<file path="src/rtl/branch_predict_unit.sv">
// branch_predict_unit
// Branch resolution plus a 2-bit saturating-counter branch history table.
// The fetch stage reads a prediction combinationally from registered state.
// The execute stage resolves the branch condition and trains the table.
// Optional build macro: BRANCH_STATS_EN. When it is defined, the block adds
// the saturating br_count and mispred_count statistic ports.
module branch_predict_unit #(
    parameter int IDX_W = 6,
    parameter int PC_W  = 32
) (
    input  logic            clk,
    input  logic            rst,
    input  logic [PC_W-1:0] if_pc,
    output logic            pred_taken,
    input  logic [PC_W-1:0] ex_pc,
    input  logic            Branch,
    input  logic [2:0]      BrType,
    input  logic            Zero,
    input  logic            Neg,
    input  logic            ex_pred,
    output logic            PCSrc,
    output logic            mispredict
`ifdef BRANCH_STATS_EN
    ,
    output logic [31:0]     br_count,
    output logic [31:0]     mispred_count
`endif
);

    localparam int DEPTH = 2 ** IDX_W;

    localparam logic [2:0] BR_BEQ  = 3'b000;
    localparam logic [2:0] BR_BNE  = 3'b001;
    localparam logic [2:0] BR_BLEZ = 3'b010;
    localparam logic [2:0] BR_BGTZ = 3'b011;
    localparam logic [2:0] BR_BLTZ = 3'b100;
    localparam logic [2:0] BR_BGEZ = 3'b101;
    localparam logic [2:0] BR_JUMP = 3'b110;

    logic [1:0]       r_bht [DEPTH];
    logic [IDX_W-1:0] w_if_idx;
    logic [IDX_W-1:0] w_ex_idx;
    logic             w_cond;
    logic [1:0]       w_ex_entry;

    // Word-aligned PCs: the low two bits and the bits above the index never
    // take part in the lookup, so distinct PCs may alias to the same entry.
    assign w_if_idx = if_pc[IDX_W+1:2];
    assign w_ex_idx = ex_pc[IDX_W+1:2];

    logic w_unused_pc_bits;
    assign w_unused_pc_bits = ^{if_pc[PC_W-1:IDX_W+2], if_pc[1:0],
                                ex_pc[PC_W-1:IDX_W+2], ex_pc[1:0]};

    // Decode the branch condition from the ALU flags; reserved codes never take.
    always_comb begin
        w_cond = 1'b0;
        case (BrType)
            BR_BEQ:  w_cond = Zero;
            BR_BNE:  w_cond = ~Zero;
            BR_BLEZ: w_cond = Neg | Zero;
            BR_BGTZ: w_cond = ~Neg & ~Zero;
            BR_BLTZ: w_cond = Neg;
            BR_BGEZ: w_cond = ~Neg;
            BR_JUMP: w_cond = 1'b1;
            default: w_cond = 1'b0;
        endcase
    end

    assign PCSrc      = Branch & w_cond;
    assign mispredict = Branch & (PCSrc ^ ex_pred);
    assign pred_taken = r_bht[w_if_idx][1];
    assign w_ex_entry = r_bht[w_ex_idx];

    // Reset every entry to weak-NT at once; otherwise train only the
    // resolving branch's entry, saturating at either end.
    always_ff @(posedge clk) begin
        if (rst) begin
            for (int i = 0; i < DEPTH; i++) begin
                r_bht[i] <= 2'b01;
            end
        end else if (Branch) begin
            if (PCSrc) begin
                if (w_ex_entry != 2'b11) begin
                    r_bht[w_ex_idx] <= w_ex_entry + 2'b01;
                end
            end else begin
                if (w_ex_entry != 2'b00) begin
                    r_bht[w_ex_idx] <= w_ex_entry - 2'b01;
                end
            end
        end
    end

`ifdef BRANCH_STATS_EN
    logic [31:0] r_br_count;
    logic [31:0] r_mispred_count;

    // Saturating counters of resolved branches and of wrong predictions.
    always_ff @(posedge clk) begin
        if (rst) begin
            r_br_count      <= 32'd0;
            r_mispred_count <= 32'd0;
        end else begin
            if (Branch && (r_br_count != 32'hFFFF_FFFF)) begin
                r_br_count <= r_br_count + 32'd1;
            end
            if (mispredict && (r_mispred_count != 32'hFFFF_FFFF)) begin
                r_mispred_count <= r_mispred_count + 32'd1;
            end
        end
    end

    assign br_count      = r_br_count;
    assign mispred_count = r_mispred_count;
`endif

endmodule
</file>
<file path="config.mk">
export PLATFORM = sky130hd
export DESIGN_NAME = branch_predict_unit
export DESIGN_NICKNAME = d
export VERILOG_FILES = /design/src/rtl/branch_predict_unit.sv
export SDC_FILE = /design/constraint.sdc
export NUM_CORES = 1
export LEC_CHECK = 0
export BUFFER_PORTS_ARGS = -buffer_cell sky130_fd_sc_hd__buf_4
export CAP_MARGIN = 20
export CORE_MARGIN = 1
export CORE_UTILIZATION = 54
export CTS_CLUSTER_SIZE = 40
export DETAILED_ROUTE_END_ITERATION = 16
export HOLD_SLACK_MARGIN = 0.03
export PLACE_DENSITY = 0.77
export SETUP_SLACK_MARGIN = 0.2
export SKIP_CTS_REPAIR_TIMING = 1
export SLEW_MARGIN = 20
export SYNTH_ARGS = -nofsm -noshare
export SYNTH_HDL_FRONTEND = slang
export SYNTH_SLANG_ARGS = --single-unit
</file>
<file path="constraint.sdc">
create_clock -name clk -period 2.4 [get_ports clk]
set_clock_uncertainty 0.1 [all_clocks]
set_input_delay 0.12 -clock clk [delete_from_list [all_inputs] [get_ports clk]]
set_output_delay 0.12 -clock clk [all_outputs]
set_load 0.01 [all_outputs]
</file>
==> results of run 1 <==
power breakdown:
part	switching [µW]	total [µW]	internal, µW
clock network	981	2610	1630
registers	33.9	2550	2510
logic	642	1120	475
total	1660	6270	4610
Yosys cell counts (5+ instances only):
cell type,instances,area (µm²)
mux4_2,25,563.0
nor2b_1,5,31.28
a22oi_1,26,195.2
a21o_1,56,420.4
o21bai_1,8,60.06
nor2_1,71,266.5
clkbuf_1,36,135.1
buf_2,18,90.09
nand3_1,17,85.08
edfxtp_1,128,3844
and2_1,9,56.30
nand2_1,127,476.7
mux2i_1,58,580.6
and3_1,9,56.30
per-stage QoR:
step	util [%]	cell area [µm²]	setup slack, ns	power (µW)	hold WS, ns
global placement	62.32	8253	-0.5100	3387	0.4504
CTS	66.82	8848	-0.6867	5957	0.1488
detailed placement	62.32	8253	-0.6228	3413	0.4587
global route	71.47	9464	-0.8470	6375	0.2190
finish	71.47	9464	-0.6597	6271	0.2338
floorplan	-	7360	-0.1637	3088	0.2844
layer usage:
layer	share of wire, %	vias up	wire (µm)	GRT usage (%)
li1	-	2541	-	-
met1	34	2997	8420	39.44
met2	46	595	11680	52.39
met3	13	182	3319	8.736
met4	6.8	0	1709	20.67
met5	0	-	0	0
area by class of cell:
class / count / share of cell area, %
Clock inverter: 14 / 1.758
Timing Repair Buffer: 128 / 12.74
Sequential cell: 128 / 40.61
Multi-Input combinational cell: 453 / 37.86
Tap cell: 176 / 2.327
Clock buffer: 18 / 4.535
Inverter: 4 / 0.1586
worst max-delay path by stage:
| stage | startpoint | endpoint | slack (ns) |
|---|---|---|---|
| 3_3_place_gp | r_bht[53][1]$_SDFFCE_PN0P_ | r_bht[5][1]$_SDFFCE_PN0P_ | -0.51 |
| 4_1_cts | r_bht[55][1]$_SDFFCE_PN0P_ | r_bht[55][1]$_SDFFCE_PN0P_ | -0.69 |
| 5_1_grt | r_bht[48][1]$_SDFFCE_PN0P_ | r_bht[48][1]$_SDFFCE_PN0P_ | -0.85 |
| 6_report | r_bht[48][1]$_SDFFCE_PN0P_ | r_bht[48][1]$_SDFFCE_PN0P_ | -0.66 |
| 2_1_floorplan | r_bht[55][1]$_SDFFCE_PN0P_ | r_bht[10][1]$_SDFFCE_PN0P_ | -0.16 |
| 3_5_place_dp | ex_pc[2] | r_bht[55][1]$_SDFFCE_PN0P_ | -0.62 |
kinds of logic (layout without fill, tap and decap cells):
kind of cell / Yosys count / after routing / synth area share [%]
and+or+nand+nor: 270 / 270 / 16.79
muxes: 83 / 83 / 15.66
buffers and inverters: 68 / 164 / 4.419
AOI/OAI and AO/OA: 96 / 96 / 9.935
DFF: 128 / 128 / 52.62
xor gates and xnor gates: 4 / 4 / 0.5825
cell usage in the layout, fill, tap and decap left out, types with 7 or more instances in the layout:
cell       count
and2_1         9
a22oi_1       26
nand3_1       16
o21bai_4       8
a21o_1        56
clkbuf_16     20
and3_4         7
mux2i_1       57
edfxtp_1     128
mux4_2        25
nor2_1        55
nand2_1       96
buf_4         97
buf_12        10
nand2_2       28
buf_6         18
nor2_4        12
worst reg2reg max path, cell delays in order (launching register included):
cell	delay, ns
edfxtp_1	0.43
mux4_2	0.51
mux2i_4	0.23
nor2_4	0.06
or4b_4	0.51
buf_6	0.15
xnor2_4	0.19
o21ai_4	0.09
buf_6	0.16
clkbuf_16	0.18
nor4_2	0.23
==> impl_metrics.py, run 1 <==
metrics = {
    "global_routing": {
        "grt_pass1_vias": 5946,
        "grt_pass1_wl_um": 33310,
        "antenna_found_initial": 0,
        "grt_max_degree": 33,
        "grt_use_total_pct": 32.76,
        "grt_overflow": 0,
    },
    "hold_path": {
        "worstHoldPathCells": 4,
        "whs_endpoint": "r_bht[41][0]$_SDFFCE_PN1P_",
        "worstHoldStart": "ex_pc[6]",
        "min_path_type": "primary input to flip-flop",
    },
    "clock_network": {
        "cts_root_buffer": "clkbuf_16",
        "cts_tree": "yes",
        "clock_sinks": 128,
        "cts_buffers": 17,
        "clk_latency_ns": 0.43,
        "path_clk_slew_ns": 0.06,
        "cts_max_path_buffers": 2,
        "h-tree-depth": 4,
    },
    "run": {
        "maxCapViolations": 0,
    },
    "floorplanning": {
        "pin_count": 76,
        "num_rows": 42,
        "die_h_um": 118.3,
        "initial_core_util_pct": 55.16,
        "die_w_um": 118.3,
        "die-area_um2": 14000,
        "core_um2": 13240,
    },
    "worst_setup_path": {
        "cpPeakStageDelay_ns": 0.51,
        "crit_top_cell": "buf_6",
        "cp_slowest_cell": "mux4_2",
        "worst-path-stages": 10,
        "crit_path_end_kind": "flip-flop",
        "cp_num_buf_inv": 3,
        "rrSetupSlack_ns": -0.66,
        "r2r_cells": 10,
        "crit_family": "simple AND/OR/NAND/NOR gates",
        "crit_required_ns": 2.52,
        "cp.arrival_ns": 3.18,
        "critPathLaunchType": "flip-flop",
        "worst-setup-path-type": "flip-flop to flip-flop",
        "path_max_fanout": 8,
        "reg2reg_from": "r_bht[48][1]$_SDFFCE_PN0P_",
        "path_cells": "mux4_2 > mux2i_4 > nor2_4 > or4b_4 > buf_6 > xnor2_4 > o21ai_4 > buf_6 > clkbuf_16 > nor4_2",
        "r2r-end": "r_bht[48][1]$_SDFFCE_PN0P_",
    },
    "cells_and_area": {
        "multi_input_area_um2": 3583,
        "drive_gt1_share_pct": 35.30,
        "fillers": 808,
        "area_growth_pct": 29.56,
        "final_cells": 921,
        "largest_register": "r_bht",
        "largest_register_ffs": 128,
        "regArea_um2": 3844,
        "reg_top3": "r_bht (128)",
        "diodes": 0,
        "nets": 805,
    },
    "sta": {
        "max_freq_mhz": 326.8,
        "rsz0062_at_grt": "yes",
        "drv_slew": 0,
        "finalSetupViolCount": 257,
        "layout_min_cycle_time_ns": 3.060,
        "max_slew_margin_pct": 67.82,
        "fin_crit_sh_pct": 127.5,
        "setup_ws_ns": -0.6597,
        "finalSetupTns_ns": -117.66,
        "tightest_slew_ns": 0.4816,
        "finalHoldViolCount": 0,
    },
    "synth": {
        "synth_cells": 649,
        "ys_seq_area_share_pct": 52.62,
        "syn-cell-area_um2": 7305,
        "syn-num-nets": 722,
        "ys_warn_count": 0,
        "synth_flop_cell": "edfxtp_1",
        "syn_area_per_cell_um2": 11.26,
        "synth_edf_count": 128,
        "async_reset_ff_share_pct": 0,
        "post_synth_num_cell_types": 42,
        "synth_seq_cells": 128,
    },
    "drt": {
        "route.detailed.drc": 0,
        "antenna_left": 0,
        "wl_um": 25130,
        "viasPerCell": 6.857,
        "drtIter0Drc": 971,
        "vias": 6315,
        "dr.pass1.iters": 8,
        "post_drt_wl_per_cell_um": 27.29,
    },
    "run_status": {
        "outcome": "finished with violations",
        "violations": "setup timing",
    },
    "place": {
        "gp_congestion": 0.9509,
        "port_buffers": 23,
        "dp_hpwl_um": 15210,
        "placedCellCount": 880,
    },
    "pwr": {
        "powerDensity_nw_per_um2": 662.6,
        "ir_worst_vdd_uv": 466.5,
        "leakagePower_uw": 0.003561,
    },
}
Note: power is estimated with default switching activity, not from simulation.
==> run 2, diff against run 1 <==
CORE_MARGIN = 2   (was 1)
==> impl_metrics.py, run 2 (synthesis gave the netlist of run 1 again) <==
metrics = {
    "drt": {
        "drtIter0Drc": 978,
        "dr.pass1.iters": 5,
        "antenna_left": 0,
        "post_drt_wl_per_cell_um": 26.73,
        "wl_um": 25070,
        "viasPerCell": 6.761,
        "route.detailed.drc": 0,
        "vias": 6342,
    },
    "place": {
        "gp_congestion": 0.9884,
        "dp_hpwl_um": 15320,
        "placedCellCount": 891,
        "port_buffers": 23,
    },
    "cells_and_area": {
        "final_cells": 938,
        "drive_gt1_share_pct": 36.88,
        "reg_top3": "r_bht (128)",
        "largest_register": "r_bht",
        "largest_register_ffs": 128,
        "mostFrequentLayoutCell": "edfxtp_1",
        "diodes": 0,
        "nets": 822,
        "final_cell_mix": "128 x edfxtp_1, 127 x nand2_1, 122 x buf_4",
        "area_growth_pct": 30.49,
    },
    "floorplanning": {
        "pin_count": 76,
        "num_rows": 42,
        "die_w_um": 120.3,
        "initial_core_util_pct": 55.16,
        "core_um2": 13240,
        "die_h_um": 120.3,
        "die-area_um2": 14470,
    },
    "pwr": {
        "powerDensity_nw_per_um2": 681.4,
        "ir_worst_vdd_uv": 423.6,
        "leakagePower_uw": 0.003564,
    },
    "clock_network": {
        "cts_buffers": 17,
        "cts_tree": "yes",
        "cts_root_buffer": "clkbuf_16",
        "clk_latency_ns": 0.43,
        "cts_max_path_buffers": 2,
        "clock_sinks": 128,
        "h-tree-depth": 4,
        "path_clk_slew_ns": 0.06,
    },
    "global_routing": {
        "antenna_found_initial": 0,
        "grt_overflow": 0,
        "grt_pass1_wl_um": 33900,
        "grt_pass1_vias": 6065,
        "grt_use_total_pct": 31.90,
        "grt_max_degree": 33,
    },
    "sta": {
        "tightest_slew_ns": 0.6754,
        "fin_crit_sh_pct": 125.2,
        "max_slew_margin_pct": 54.97,
        "finalSetupTns_ns": -114.07,
        "finalHoldViolCount": 0,
        "rsz0062_at_grt": "yes",
        "layout_min_cycle_time_ns": 3.004,
        "max_freq_mhz": 332.8,
        "fin_hold_ws_ns": 0.1473,
        "drv_slew": 0,
        "setup_ws_ns": -0.6045,
        "finalSetupViolCount": 257,
    },
    "worst_setup_path": {
        "r2r_cells": 10,
        "critPathLaunchType": "flip-flop",
        "cp.arrival_ns": 3.08,
        "crit_path_end_kind": "flip-flop",
        "rrSetupSlack_ns": -0.60,
        "path_max_fanout": 8,
        "worst-setup-path-type": "flip-flop to flip-flop",
        "crit_required_ns": 2.48,
    },
    "run_status": {
        "outcome": "finished with violations",
        "violations": "setup timing",
    },
    "run": {
        "maxCapViolations": 0,
    },
    "hold_path": {
        "worstHoldPathCells": 4,
        "min_path_type": "primary input to flip-flop",
    },
}
-- run 2: changes by cell type in the layout (fill, tap and decap cells not counted), moves of 3 or more --
cell	delta
nor4_4	-4
nand2_2	-28
nor2_2	+34
nand2_4	-3
nand2_1	+31
buf_4	+25
nor4_2	+4
nor2_1	-32
buf_6	-9
-- run 2: critical path: stages (launching register included) --
cell       delay (ns)
edfxtp_1         0.41
mux4_2           0.49
mux2i_2          0.22
nor2_2           0.09
or4b_4           0.53
buf_6            0.15
xnor2_4          0.12
o21ai_4          0.20
buf_12           0.19
clkbuf_16        0.18
nor2_1           0.05
-- run 2: final timing paths --
kind	startpoint	to
hold / removal	ex_pc[5]	r_bht[4][0]$_SDFFCE_PN1P_
hold reg to reg	r_bht[33][1]$_SDFFCE_PN0P_	r_bht[50][0]$_SDFFCE_PN1P_
setup / recovery	r_bht[54][1]$_SDFFCE_PN0P_	r_bht[14][1]$_SDFFCE_PN0P_
setup reg to reg	r_bht[54][1]$_SDFFCE_PN0P_	r_bht[14][1]$_SDFFCE_PN0P_
-- run 2: report_power, final --
group / switching [µW] / total [µW] / internal, µW
sequential: 34.9 / 2550 / 2510
combinational: 668 / 1210 / 539
clock: 1000 / 2740 / 1740
-- run 2: area by class of cell --
cell class,instances,area (µm²)
Sequential cell,128,3844
Inverter,4,15.01
Tap cell,176,220.2
Timing Repair Buffer,145,1333
Clock buffer,19,432.9
Clock inverter,13,186.4
Fill cell,848,3711
Multi-Input combinational cell,453,3501
-- run 2: metrics by stage --
| step | setup WS [ns] | util (%) | cell area, µm² | power [µW] |
|---|---|---|---|---|
| after floorplan | -0.1637 | - | 7360 | 3088 |
| after global placement | -0.4743 | 62.85 | 8323 | 3402 |
| after detailed placement | -0.5532 | 62.85 | 8323 | 3428 |
| after CTS | -0.5581 | 67.53 | 8942 | 6112 |
| after global routing | -0.6417 | 71.98 | 9532 | 6612 |
| final | -0.6045 | 71.98 | 9532 | 6495 |
-- run 2: layer usage --
metal  GRT usage (%)  up-vias  share of wire [%]
li1                -     2569                  -
met1           41.34     3083                 34
met2           51.28      564                 48
met3           7.028      126                 12
met4           15.41        0                5.7
met5               0        -                  0
==> run 3, diff against run 2 <==
SETUP_SLACK_MARGIN = 0.4   (was 0.2)
==> impl_metrics.py, run 3 (synthesis gave the netlist of run 1 again) <==
metrics = {
    "worst_setup_path": {
        "cp.arrival_ns": 3.02,
        "cp_slowest_cell": "or4b_4",
        "cpPeakStageDelay_ns": 0.53,
        "path_cells": "mux4_2 > mux2i_1 > nor2_1 > or4b_4 > buf_6 > xnor2_4 > o21ai_4 > buf_12 > clkbuf_16 > nor4_2",
        "crit_required_ns": 2.47,
        "critPathLaunchType": "flip-flop",
        "worst-setup-path-type": "flip-flop to flip-flop",
        "path_max_fanout": 8,
        "crit_path_end_kind": "flip-flop",
        "cp_num_buf_inv": 3,
        "crit_family": "simple AND/OR/NAND/NOR gates",
    },
    "clock_network": {
        "h-tree-depth": 4,
        "path_clk_slew_ns": 0.05,
        "clk_latency_ns": 0.43,
        "clock_sinks": 128,
        "cts_tree": "yes",
        "cts_max_path_buffers": 2,
        "cts_buffers": 17,
        "cts_root_buffer": "clkbuf_16",
    },
    "drt": {
        "antenna_left": 0,
        "dr.pass1.iters": 6,
        "route.detailed.drc": 0,
        "wl_um": 23720,
        "drtIter0Drc": 880,
        "post_drt_wl_per_cell_um": 25.50,
        "viasPerCell": 6.680,
        "vias": 6212,
    },
    "cells_and_area": {
        "largest_register": "r_bht",
        "mostFrequentLayoutCell": "edfxtp_1",
        "area_growth_pct": 30.42,
        "nets": 816,
        "final_cell_mix": "128 x edfxtp_1, 99 x buf_4, 74 x nand2_1",
        "fillers": 825,
        "diodes": 0,
        "drive_gt1_share_pct": 38.06,
        "reg_top3": "r_bht (128)",
        "final_cells": 930,
        "largest_register_ffs": 128,
    },
    "place": {
        "gp_congestion": 0.9496,
        "placedCellCount": 887,
        "dp_hpwl_um": 15180,
        "port_buffers": 23,
    },
    "sta": {
        "setup_ws_ns": -0.5530,
        "finalSetupViolCount": 257,
        "max_freq_mhz": 338.6,
        "tightest_slew_ns": 0.5239,
        "rsz0062_at_grt": "yes",
        "max_slew_margin_pct": 65.00,
        "fin_hold_ws_ns": 0.1464,
        "finalHoldViolCount": 0,
        "drv_slew": 0,
        "fin_crit_sh_pct": 123.0,
        "layout_min_cycle_time_ns": 2.953,
    },
    "pwr": {
        "ir_worst_vdd_uv": 519.7,
        "leakagePower_uw": 0.003607,
        "powerDensity_nw_per_um2": 643.0,
    },
    "hold_path": {
        "min_path_type": "primary input to flip-flop",
    },
    "floorplanning": {
        "pin_count": 76,
        "die_w_um": 120.3,
        "die-area_um2": 14470,
        "initial_core_util_pct": 55.16,
        "core_um2": 13240,
        "die_h_um": 120.3,
        "num_rows": 42,
    },
    "global_routing": {
        "grt_max_degree": 36,
        "grt_overflow": 0,
        "grt_pass1_vias": 5975,
        "grt_use_total_pct": 31.67,
        "grt_pass1_wl_um": 33400,
        "antenna_found_initial": 0,
    },
    "run": {
        "maxCapViolations": 0,
    },
    "run_status": {
        "violations": "setup timing",
        "outcome": "finished with violations",
    },
}
## run 3: cell types whose count changed in the layout (fill, tap and decap cells not counted), sizes merged
cell    change
clkbuf      -1
inv         -1
clkinv      -1
bufinv      -1
buf         -4
## run 3: layer usage
metal  up-vias  part of all wire, %  wire, µm  global-route usage, %
met5         -                    0         0                      0
met4         0                  6.0      1420                  18.60
met3       116                   12      2913                  10.14
met2       553                   47     11240                  50.50
met1      2981                   34      8141                  37.81
li1       2562                    -         -                      -
## run 3: layout make-up
type	instances	area [µm²]	share of cell area, %
timing repair buffer	139	1334	14.00
inverter	4	15.01	0.1576
tap	176	220.2	2.312
clock buffer	20	436.7	4.584
clock inverter	10	120.1	1.261
multi-input combinational	453	3557	37.34
sequential	128	3844	40.35
## run 3: worst register-to-register path: stages (launching register included)
cell	delay, ns
edfxtp_1	0.43
mux4_2	0.48
mux2i_1	0.20
nor2_1	0.12
or4b_4	0.53
buf_6	0.15
xnor2_4	0.12
o21ai_4	0.17
buf_12	0.16
clkbuf_16	0.18
nor4_2	0.05
## run 3: stage by stage
step | setup TNS (ns) | worst slack (ns) | area (µm²) | total power (µW) | util, %
after detailed placement | -124.28 | -0.6358 | 8318 | 3426 | 62.81
final | -111.30 | -0.5530 | 9527 | 6126 | 71.94
after floorplan | -27.66 | -0.1637 | 7390 | 3094 | -
after CTS | -107.79 | -0.5115 | 8875 | 5874 | 67.02
after global routing | -125.70 | -0.5938 | 9527 | 6256 | 71.94
after global placement | -107.00 | -0.5621 | 8318 | 3405 | 62.81
## run 3: path summary, 6_finish.rpt
path | startpoint | endpoint | slack (ns) | cells after the start
worst max-delay path | r_bht[49][1]$_SDFFCE_PN0P_ | r_bht[48][1]$_SDFFCE_PN0P_ | -0.55 | 10
worst max register to register | r_bht[49][1]$_SDFFCE_PN0P_ | r_bht[48][1]$_SDFFCE_PN0P_ | -0.55 | 10
worst min-delay path | ex_pc[6] | r_bht[10][0]$_SDFFCE_PN1P_ | 0.15 | 4
worst min register to register | r_bht[37][1]$_SDFFCE_PN0P_ | r_bht[51][0]$_SDFFCE_PN1P_ | 1.36 | 7
## run 3: power breakdown
| part | switching (µW) | internal (µW) |
|---|---|---|
| clock | 899 | 1600 |
| sequential | 35.6 | 2510 |
| combinational | 608 | 473 |
| total | 1540 | 4580 |
